===== src/rtl/rr_mux2_arbiter_pkg.sv =====
// Shared types and defaults for the two-requester round-robin mux arbiter.
package rr_mux2_arbiter_pkg;

    typedef enum logic [1:0] {
        ST_IDLE = 2'b00,
        ST_G0   = 2'b01,
        ST_G1   = 2'b10
    } arb_state_e;

    localparam int DEFAULT_HOLD_MAX = 8;
    localparam int DEFAULT_CNT_W    = 4;

    function automatic logic is_grant(input arb_state_e st);
        return (st == ST_G0) || (st == ST_G1);
    endfunction

endpackage


===== src/rtl/rr_mux2_arbiter_hold_cnt.sv =====
// Saturating ownership counter: clears on grant entry, counts while held, stops at HOLD_MAX-1.
module rr_mux2_arbiter_hold_cnt #(
    parameter int HOLD_MAX = 8,
    parameter int CNT_W    = 4
) (
    input  logic clk,
    input  logic reset_n,
    input  logic clr,
    input  logic en,
    output logic at_max
);

    localparam logic [CNT_W-1:0] MAX_C = CNT_W'(HOLD_MAX - 1);

    logic [CNT_W-1:0] cnt_r;

    // Hold counter register with clear priority over increment
    always_ff @(posedge clk or negedge reset_n) begin
        if (!reset_n) begin
            cnt_r <= {CNT_W{1'b0}};
        end else if (clr) begin
            cnt_r <= {CNT_W{1'b0}};
        end else if (en && (cnt_r != MAX_C)) begin
            cnt_r <= cnt_r + CNT_W'(1);
        end else begin
            cnt_r <= cnt_r;
        end
    end

    assign at_max = (cnt_r == MAX_C);

endmodule


===== src/rtl/rr_mux2_arbiter.sv =====
// Round-robin arbiter for a shared 2:1 mux; registered grants and mux select.
module rr_mux2_arbiter
    import rr_mux2_arbiter_pkg::*;
#(
    parameter int HOLD_MAX = DEFAULT_HOLD_MAX,
    parameter int CNT_W    = DEFAULT_CNT_W
) (
    input  logic clk,
    input  logic reset_n,
    input  logic req0,
    input  logic req1,
    output logic gnt0,
    output logic gnt1,
    output logic sel,
    output logic busy
);

    arb_state_e state_r;
    arb_state_e next_s;
    logic       last_r;
    logic       gnt0_r;
    logic       gnt1_r;
    logic       sel_r;
    logic       busy_r;
    logic       at_max_s;
    logic       hold_s;

    // Next-state selection; forced hand-over only when the other side waits at the hold limit
    always_comb begin
        next_s = ST_IDLE;
        case (state_r)
            ST_IDLE: begin
                if (req0 && req1) begin
                    next_s = last_r ? ST_G0 : ST_G1;
                end else if (req0) begin
                    next_s = ST_G0;
                end else if (req1) begin
                    next_s = ST_G1;
                end else begin
                    next_s = ST_IDLE;
                end
            end
            ST_G0: begin
                if (!req0) begin
                    next_s = req1 ? ST_G1 : ST_IDLE;
                end else if (req1 && at_max_s) begin
                    next_s = ST_G1;
                end else begin
                    next_s = ST_G0;
                end
            end
            ST_G1: begin
                if (!req1) begin
                    next_s = req0 ? ST_G0 : ST_IDLE;
                end else if (req0 && at_max_s) begin
                    next_s = ST_G0;
                end else begin
                    next_s = ST_G1;
                end
            end
            default: begin
                next_s = ST_IDLE;
            end
        endcase
    end

    assign hold_s = (next_s == state_r) && is_grant(next_s);

    rr_mux2_arbiter_hold_cnt #(
        .HOLD_MAX (HOLD_MAX),
        .CNT_W    (CNT_W)
    ) u_hold_cnt (
        .clk     (clk),
        .reset_n (reset_n),
        .clr     (!hold_s),
        .en      (hold_s),
        .at_max  (at_max_s)
    );

    // State register with grants, select and last-owner registered on the same edge
    always_ff @(posedge clk or negedge reset_n) begin
        if (!reset_n) begin
            state_r <= ST_IDLE;
            gnt0_r  <= 1'b0;
            gnt1_r  <= 1'b0;
            sel_r   <= 1'b0;
            busy_r  <= 1'b0;
            last_r  <= 1'b1;
        end else begin
            state_r <= next_s;
            gnt0_r  <= (next_s == ST_G0);
            gnt1_r  <= (next_s == ST_G1);
            busy_r  <= is_grant(next_s);
            if (next_s == ST_G0) begin
                sel_r  <= 1'b0;
                last_r <= 1'b0;
            end else if (next_s == ST_G1) begin
                sel_r  <= 1'b1;
                last_r <= 1'b1;
            end else begin
                sel_r  <= sel_r;
                last_r <= last_r;
            end
        end
    end

    assign gnt0 = gnt0_r;
    assign gnt1 = gnt1_r;
    assign sel  = sel_r;
    assign busy = busy_r;

endmodule


===== config.mk =====
export PLATFORM = sky130hd
export DESIGN_NAME = rr_mux2_arbiter
export DESIGN_NICKNAME = d
export VERILOG_FILES = /design/src/rtl/rr_mux2_arbiter_pkg.sv /design/src/rtl/rr_mux2_arbiter_hold_cnt.sv /design/src/rtl/rr_mux2_arbiter.sv
export SDC_FILE = /design/constraint.sdc
export NUM_CORES = 1
export LEC_CHECK = 0
export BUFFER_PORTS_ARGS = -buffer_cell sky130_fd_sc_hd__buf_2
export CAP_MARGIN = 20
export CELL_PAD_IN_SITES_DETAIL_PLACEMENT = 2
export CELL_PAD_IN_SITES_GLOBAL_PLACEMENT = 2
export CORE_MARGIN = 3
export CORE_UTILIZATION = 34
export DETAILED_ROUTE_END_ITERATION = 16
export GPL_TIMING_DRIVEN = 0
export HOLD_SLACK_MARGIN = 0.02
export PLACE_DENSITY = 0.85
export SLEW_MARGIN = 20
export SYNTH_ARGS = -nofsm -noshare
export SYNTH_HDL_FRONTEND = slang
export SYNTH_SLANG_ARGS = --single-unit

===== constraint.sdc =====
create_clock -name clk -period 2.53 [get_ports clk]
set_clock_uncertainty 0.15 [all_clocks]
set_input_delay 0.1265 -clock clk [delete_from_list [all_inputs] [get_ports clk]]
set_output_delay 0.1265 -clock clk [all_outputs]
set_load 0.01 [all_outputs]

-- Word-level counts from Yosys, hierarchy flattened
Cells that the tools add are included.
- output and inout bits: 4
- input bits: 4
- word-level logic and storage cells: 38
- flip-flop bits (word level): 11
- multiplexer cells: 14
- reduce and logical (&&, ||, !) cells: 8
- equality and inequality tests: 8
- $add $sub $neg: 1
- operator list (kind ; number):
    $mux W2 ; 8
    $mux W4 ; 2
    $pmux W2 S3 ; 1
    $logic_and A1 B1 Y1 ; 5
    $add A4 B1 Y4 const B ; 1
    $eq A2 B1 Y1 const B ; 2
    $eq A2 B2 Y1 const B ; 2
    $eq A4 B3 Y1 const B ; 1
    $ne A4 B3 Y1 const B ; 1
    $mux W1 ; 3
    $eq A2 B2 Y1 ; 1
    $logic_not A2 Y1 ; 1
    $ne A2 B2 Y1 const B ; 1
    $reduce_bool A2 Y1 ; 1
    $logic_or A1 B1 Y1 ; 1

-- Depth between registers and ports, before layout
Gate-level depths: netlist of run 1.
- word-level depth: 11
- depth in mapped cells: 9
- mapped depth without buffers: 9

-- By module
From an unflattened synthesis of run 1, not the netlist that was laid out.
- cell total of the unflattened synthesis: 60
- area total of the unflattened synthesis: 601.8 um^2
- by module, submodules not included (module ; area an instance (um^2) ; instances ; seq. area each (um^2) ; cells an instance):
    rr_mux2_arbiter ; 390.4 ; 1 ; 176.4 ; 40
    rr_mux2_arbiter_hold_cnt ; 211.5 ; 1 ; 100.1 ; 20

-- Least setup slack after synthesis of run 1
OpenSTA, ideal clock, no wires.
- path type: reg-to-reg
- start point: register u_hold_cnt.cnt_r[0]
- end point: register u_hold_cnt.cnt_r[0]
- clock period less this slack: 2.182 ns
- arrival time: 1.946 ns
- setup time: 0.086 ns
- data required time: 2.294 ns
- slack: 0.348 ns
- stages on the path, launching flop included: 9
- path buffers: 0
- path through: dfrtp_1 > ha_1 > and3b_1 > nor3_1 > o311ai_2 > ha_1 > a31oi_1 > o31ai_2 > nor3_1
- word-level cells in the longest chain between the ends: 10
- elaborated cells on any way between the ends: 19
- classes of those cells: add/sub (1); eq/ne (6); mux (7); reduce/logical (5)
- ends and longest elaborated chain (item ; RTL line ; RTL):
    start: declaration ; rr_mux2_arbiter_hold_cnt.sv:15 ; logic [CNT_W-1:0] cnt_r;
    start signal: assignment ; rr_mux2_arbiter_hold_cnt.sv:20 ; cnt_r <= {CNT_W{1'b0}};
    start signal: assignment ; rr_mux2_arbiter_hold_cnt.sv:22 ; cnt_r <= {CNT_W{1'b0}};
    start signal: assignment ; rr_mux2_arbiter_hold_cnt.sv:24 ; cnt_r <= cnt_r + CNT_W'(1);
    $eq A4 B3 Y1 ; rr_mux2_arbiter_hold_cnt.sv:30 ; assign at_max = (cnt_r == MAX_C);
    $logic_and A1 B1 Y1, on equally long branches ; rr_mux2_arbiter.sv:55, rr_mux2_arbiter.sv:46 ;
    $mux W2, on equally long branches ; rr_mux2_arbiter.sv:55, rr_mux2_arbiter.sv:46 ;
    $mux W2, on equally long branches ; rr_mux2_arbiter.sv:53, rr_mux2_arbiter.sv:44 ;
    $pmux W2 S3 ; rr_mux2_arbiter.sv:31 ; case (state_r)
    $eq A2 B1 Y1 or $eq A2 B2 Y1 (tied branches) ; rr_mux2_arbiter_pkg.sv:14 ; return (st == ST_G0) || (st == ST_G1);
    $logic_or A1 B1 Y1 ; rr_mux2_arbiter_pkg.sv:14 ;
    $logic_and A1 B1 Y1 ; rr_mux2_arbiter.sv:67 ; assign hold_s = (next_s == state_r) && is_grant(next_s);
    $logic_and A1 B1 Y1 ; rr_mux2_arbiter_hold_cnt.sv:23 ; end else if (en && (cnt_r != MAX_C)) begin
    $ne A2 B2 Y1 (no source line) ; -- ;
Several ways; a longest one is shown, not always the timed one. The select of a mux whose other input is x is not followed.
A chain may end at the register's enable or synchronous reset.

-- Final worst setup path of run 1
- start point: register u_hold_cnt.cnt_r[0]
- end point: register u_hold_cnt.cnt_r[1]
- word-level cells in the longest chain between the ends: 10
- elaborated cells on any way between the ends: 19
- classes of those cells: add/sub (1); eq/ne (6); mux (7); reduce/logical (5)
- ends and longest elaborated chain (item ; RTL line ; RTL):
    $eq A4 B3 Y1 (*) ; rr_mux2_arbiter_hold_cnt.sv:30 ;
    $logic_and A1 B1 Y1, on equally long branches ; rr_mux2_arbiter.sv:55, rr_mux2_arbiter.sv:46 ;
    $mux W2, on equally long branches ; rr_mux2_arbiter.sv:55, rr_mux2_arbiter.sv:46 ;
    $mux W2, on equally long branches ; rr_mux2_arbiter.sv:53, rr_mux2_arbiter.sv:44 ;
    $pmux W2 S3 (*) ; rr_mux2_arbiter.sv:31 ;
    via next_s[1] ; rr_mux2_arbiter.sv:19 ; arb_state_e next_s;
    $eq A2 B1 Y1 or $eq A2 B2 Y1 (tied branches) ; rr_mux2_arbiter_pkg.sv:14 ;
    $logic_or A1 B1 Y1 ; rr_mux2_arbiter_pkg.sv:14 ;
    $logic_and A1 B1 Y1 (*) ; rr_mux2_arbiter.sv:67 ;
    $logic_and A1 B1 Y1 ; rr_mux2_arbiter_hold_cnt.sv:23 ;
    $ne A2 B2 Y1 (no source line) ; -- ;
Mark *: on every way through the listed nets, which the timed path passes. The rest lies on a longest branch. The select of a mux whose other input is x is not followed.

==> results.cfg, run 1 <==
[setup_path]
arrival_ns = 2.49
rr_startpoint = u_hold_cnt.cnt_r[0]
reg2reg_to = u_hold_cnt.cnt_r[1]
crit_path_end_kind = register
crit_path_max_incr_delay_ns = 0.44
required_ns = 2.55
slowest_stage = dfrtp_2
reg2regPathDepth = 9
regToRegSetupSlack_ns = 0.06
critPathMaxFanout = 6
crit_type = register to register
critPathLaunchType = register
worstPathCellList = ha_4, and4b_1, a211oi_2, o211ai_1, inv_1, ha_2, a31oi_2, o31ai_4, nor3_1

[yosys]
synth_area_leaders = dfrtp_1 40%, nor3_1 6.5%, ha_1 6.1%
ys_seq_elements = 11
yosysMostFrequentCell = dfrtp_1
syn_area_sq_um = 619.3
synth_ff_type = dfrtp_1
synth_nets = 69
ys_seq_area_frac = 0.4465
synthArstFlopShare = 1.000
yosysUniqueCellTypes = 26
synth.top_cell.area_share = 0.4040
synth-edff-count = 0
yosys.area.top_type = dfrtp_1
syn_inst = 62
avgSynthCellArea_sq_um = 9.989
yosysWarnings = 0
synth_common_cells = 10 x dfrtp_1, 8 x nor3_1, 5 x inv_1, 5 x nand3b_1

[cells_and_area]
fillers = 180
multi_input_area_sq_um = 350.3
post-route-util = 0.4946
area.growth.synth_to_final_pct = 28.69
seqCellArea_sq_um = 277.8
drive_above_1_share = 0.3590
layout.nets = 86
n_antenna_cell = 0

[floorplanning]
die_area_sq_um = 2370
fp.dieH_microns = 48.68
rows = 14
core_sq_um = 1612
start_util = 0.3843
io_pins = 8
die_w_microns = 48.68

[sta]
whs_ns = 0.08263
max_slew_margin = 0.6825
setup_viol = 0
fmax_ghz = 0.4056
hold_viol_final = 0
fin_crit_ns = 2.466
worst_slack_ns = 0.06425
period_share = 0.9746
maxSlewViolCount = 0
tightest_slew_ns = 0.4730

[place]
gp_congestion = 0.7873
port_buffers = 7
dp_hpwl_mm = 1.169
place_ws_ns = -0.05177

[pwr]
power.leakage_nw = 0.3564
power.density_nw_per_um2 = 703.0
power_mw = 0.5603
ir_worst_vdd_mv = 0.4634

[drt]
vias = 527
antenna_left = 0
vias_per_cell = 5.167
drc_errors = 0
post_drt_wl_per_cell_microns = 16.94
drtIter0Drc = 5
drtPass1Iterations = 3
drt_wl_total_mm = 1.728

[cts]
clkSlewWorstSetupHoldPaths_ns = 0.07
clockRootBuffer = clkbuf_4
cts_inserted_buffers = 3
ctsHtreeMaxLevel = 1
cts_tree = done
clock-sinks = 11
clk_path_buf_depth = 2
clk_latency_ns = 0.26

[flow_run]
drv_cap = 0

[hold_path]
hp-start = req0
hp-class = primary input to register
min_path_cells = 3
worstHoldEndpoint = state_r[0]

[status]
status = finished, final reports clean

[grt]
grt_pass1_vias = 552
grt_pass1_wl_mm = 2.801
grt_usage = 0.1612
antenna_found_initial = 0
grt-ovfl-total = 0
grt_max_degree = 12
==> timing repair <==
action / CTS / global route
buffers inserted: 3 / 1
pin swaps: 2 / 3
hold buffers: 1 / 0
endpoints found under the hold margin: 11 / 0
resized for setup: 2 / 7
setup endpoints to repair: 4 / 4
==> flip-flops by register name (all words and copies together), names as in the netlist <==
| register | cells |
|---|---|
| busy | 1 |
| gnt0 | 1 |
| gnt1 | 1 |
| last_r | 1 |
| sel | 1 |
| state_r | 2 |
| u_hold_cnt.cnt_r | 4 |
==> routing by layer <==
layer / share of wire / GRT usage / wire (microns)
met2: 0.51 / 0.2647 / 877
met5: 0 / 0 / 0
met4: 0.016 / 0.1137 / 28
met3: 0.022 / 0.03681 / 38
met1: 0.45 / 0.1838 / 784
==> power breakdown <==
group          switching, mW  internal (mW)  leakage, nW
clock network         0.0558         0.0610       0.0150
logic                  0.117         0.0859        0.203
registers             0.0270          0.213        0.139
total                  0.200          0.360        0.356
==> critical path: cells and delay by family (launching register included) <==
family	cells	cell delay, ns
AOI/OAI and AO/OA	4	0.73
adders and majority gates	2	0.50
buffers and inverters	1	0.12
DFF	1	0.44
and+or+nand+nor	2	0.44
==> stage by stage <==
step	setup TNS [ns]	std cells	cell area [sq um]
after floorplan	0	62	619.3
after global placement	0	93	684.4
after detailed placement	-0.1105	93	684.4
after CTS	0	101	753.2
after global routing	-0.2738	102	797.0
final	0	102	797.0
==> logic make-up (layout without fill, tap and decap cells) <==
kind of cell	count (synthesis)	count (layout)	share of synthesized area
buffers and inverters	7	23	0.06061
multiplexers	1	1	0.01616
flip-flops	11	11	0.4465
XOR/XNOR	1	1	0.01414
AND/OR/NAND/NOR	25	25	0.2424
adder cells (fa/ha/maj)	3	3	0.06061
AO/OA/AOI/OAI	14	14	0.1596
==> cells in the final DEF, fill, tap and decap left out <==
cell type | Yosys | routed
nand2_1 | 2 | 2
dlygate4sd3_1 | 0 | 1
nor2_1 | 4 | 4
clkbuf_1 | 0 | 1
and4b_1 | 1 | 1
o21ai_1 | 1 | 1
nand3b_1 | 5 | 5
nor3b_2 | 0 | 1
a211oi_2 | 0 | 1
clkbuf_4 | 0 | 3
a31oi_2 | 0 | 1
xnor2_1 | 1 | 1
o31ai_4 | 0 | 1
and3b_1 | 1 | 1
inv_1 | 5 | 5
a21oi_2 | 1 | 1
nand3_1 | 2 | 2
o311ai_2 | 1 | 1
a21oi_1 | 3 | 3
nand2b_4 | 1 | 1
o21ai_0 | 4 | 4
ha_4 | 0 | 1
ha_2 | 0 | 1
nor3_2 | 0 | 1
buf_2 | 0 | 7
dfstp_2 | 1 | 1
buf_6 | 1 | 1
buf_4 | 1 | 5
mux2i_1 | 1 | 1
dfrtp_1 | 10 | 9
nor3_1 | 8 | 7
dfrtp_2 | 0 | 1
ha_1 | 3 | 1
o211ai_1 | 1 | 1
==> worst max-delay path by stage <==
stage	start	end	slack [ns]	cells past startpoint
6_report	u_hold_cnt.cnt_r[0]	u_hold_cnt.cnt_r[1]	0.06	9
5_1_grt	u_hold_cnt.cnt_r[0]	u_hold_cnt.cnt_r[2]	-0.11	9
4_1_cts	u_hold_cnt.cnt_r[0]	u_hold_cnt.cnt_r[1]	0.001	9
3_5_place_dp	u_hold_cnt.cnt_r[0]	u_hold_cnt.cnt_r[1]	-0.05	9
3_3_place_gp	u_hold_cnt.cnt_r[0]	u_hold_cnt.cnt_r[1]	0.09	9
2_1_floorplan	u_hold_cnt.cnt_r[0]	u_hold_cnt.cnt_r[0]	0.35	8
==> cell type report <==
type                            instances  share of cell area
Buffer                                  2             0.02355
Clock buffer                            4             0.03297
Inverter                                5             0.02355
Multi-Input combinational cell         44              0.4396
Sequential cell                        11              0.3485
Tap cell                               24             0.03768
Timing Repair Buffer                   12             0.09419
(Power assumes the default switching activity.)
==> run 2, diff against run 1 <==
ABC_CLOCK_PERIOD_IN_PS = 2700   (was default)
clock period = 2.7 ns   (was 2.53 ns; I/O delays follow)
==> results.cfg, run 2 (synthesized netlist as in run 1, its figures left out) <==
[drt]
vias = 498
post_drt_wl_per_cell_microns = 15.55
vias_per_cell = 5.082
drtPass1Iterations = 2
drtIter0Drc = 1
drc_errors = 0
drt_wl_total_mm = 1.524
antenna_left = 0

[sta]
setup_viol = 0
fin_crit_ns = 2.552
fmax_ghz = 0.3919
whs_ns = 0.07807
max_slew_margin = 0.6818
period_share = 0.9452
maxSlewViolCount = 0
hold_viol_final = 0
rsz0062_at_grt = false
worst_slack_ns = 0.1481
tightest_slew_ns = 0.4744
setup_tns_ns = 0

[cts]
clkSlewWorstSetupHoldPaths_ns = 0.07
ctsHtreeMaxLevel = 1
clk_latency_ns = 0.26
cts_inserted_buffers = 3
clock-sinks = 11
clockRootBuffer = clkbuf_4
clk_path_buf_depth = 2
cts_setup_buffers = 0
cts_tree = done

[setup_path]
regToRegSetupSlack_ns = 0.15
slowest_stage = dfrtp_1
arrival_ns = 2.57
required_ns = 2.72
worstPathCellList = ha_2, nand3b_1, a211oi_1, o211ai_1, inv_1, ha_1, a31oi_1, o31ai_2, nor3_1
crit_path_end_kind = register
rr_startpoint = u_hold_cnt.cnt_r[0]
crit_type = register to register
crit_path_max_incr_delay_ns = 0.40
critPathMaxFanout = 6
critPathLaunch = u_hold_cnt.cnt_r[0]
critPathLaunchType = register
reg2reg_to = u_hold_cnt.cnt_r[1]
cp-endpoint = u_hold_cnt.cnt_r[1]
reg2regPathDepth = 9

[place]
dpl_cell_area_sq_um = 684.4
gp_congestion = 0.7873
port_buffers = 7
dpl.cell_count = 93
dp_hpwl_mm = 1.169
place_ws_ns = 0.1182

[cells_and_area]
area.growth.synth_to_final_pct = 17.58
largest_register_ffs = 4
final_cell_mix = 10 x dfrtp_1, 7 x nor3_1, 7 x buf_2
top_register = u_hold_cnt.cnt_r
instances_no_fill = 98
drive_above_1_share = 0.2568
final_common_cell = dfrtp_1
reg.largest.list = u_hold_cnt.cnt_r x4, state_r x2
n_antenna_cell = 0
fin_area_sq_um = 728.2
post-route-util = 0.4519
layout.nets = 82

[floorplanning]
die_area_sq_um = 2370
rows = 14
start_util = 0.3843
core_sq_um = 1612
die_w_microns = 48.68
io_pins = 8
fp.dieH_microns = 48.68

[flow_run]
drv_cap = 0

[grt]
antenna_found_initial = 0
grt_max_degree = 12
grt-ovfl-total = 0
grt_usage = 0.1391
grt_pass1_wl_mm = 2.525
grt_pass1_vias = 536

[status]
status = finished, final reports clean

[hold_path]
hp-class = primary input to register

[pwr]
power.density_nw_per_um2 = 674.8
power.leakage_nw = 0.3338
switchingPower_mw = 0.1681
p_int_mw = 0.3234
pwr-share-comb = 0.331
power_mw = 0.4914
switching_share = 0.3420
p_seq_frac = 0.450
clkPwrFrac = 0.220
ir_worst_vdd_mv = 0.4059
==> run 2: worst min path at each step <==
stage	depth (start not counted)	end	startpoint
floorplan	0	busy	reset_n
global placement	1	sel	reset_n
detailed placement	1	sel	reset_n
CTS	3	state_r[0]	req0
global route	3	state_r[0]	req0
finish	3	state_r[0]	req0
==> run 2: per-layer routing <==
metal	wire length [microns]	vias up	global-route usage	share of wire
met1	702	245	0.1625	0.46
met3	37	2	0.01840	0.024
met5	0	-	0	0
li1	-	247	-	-
met2	768	4	0.2466	0.50
met4	14	0	0.07109	0.0092
==> run 2: critical path, delay by kind of cell, from the launching register on <==
| family | cells | cell delay (ns) |
|---|---|---|
| adders and majority gates | 2 | 0.52 |
| AOI/OAI and AO/OA | 4 | 0.86 |
| buffers and inverters | 1 | 0.11 |
| DFF | 1 | 0.40 |
| and+or+nand+nor | 2 | 0.42 |
==> run 2: power groups by stage <==
stage / logic, mW / registers, mW / clock network (mW)
after detailed placement: 0.160 / 0.224 / 0
after global placement: 0.150 / 0.223 / 0
after CTS: 0.162 / 0.220 / 0.114
final: 0.162 / 0.221 / 0.108
after global routing: 0.183 / 0.225 / 0.121
after floorplan: 0.0987 / 0.227 / 0
==> run 2: cell type report <==
class / instances / area [sq um]
buffer: 2 / 18.77
clock buffer: 4 / 26.28
fill: 186 / 883.3
inverter: 5 / 18.77
multi-input combinational: 44 / 312.8
sequential: 11 / 276.5
tap: 24 / 30.03
timing repair buffer: 8 / 45.04
==> run 2: repair_timing <==
item                                    CTS  global route
hold buffers                              1             0
endpoints found under the hold margin    11             0
endpoints found under the setup margin    0             4
gates resized for setup                   0             2
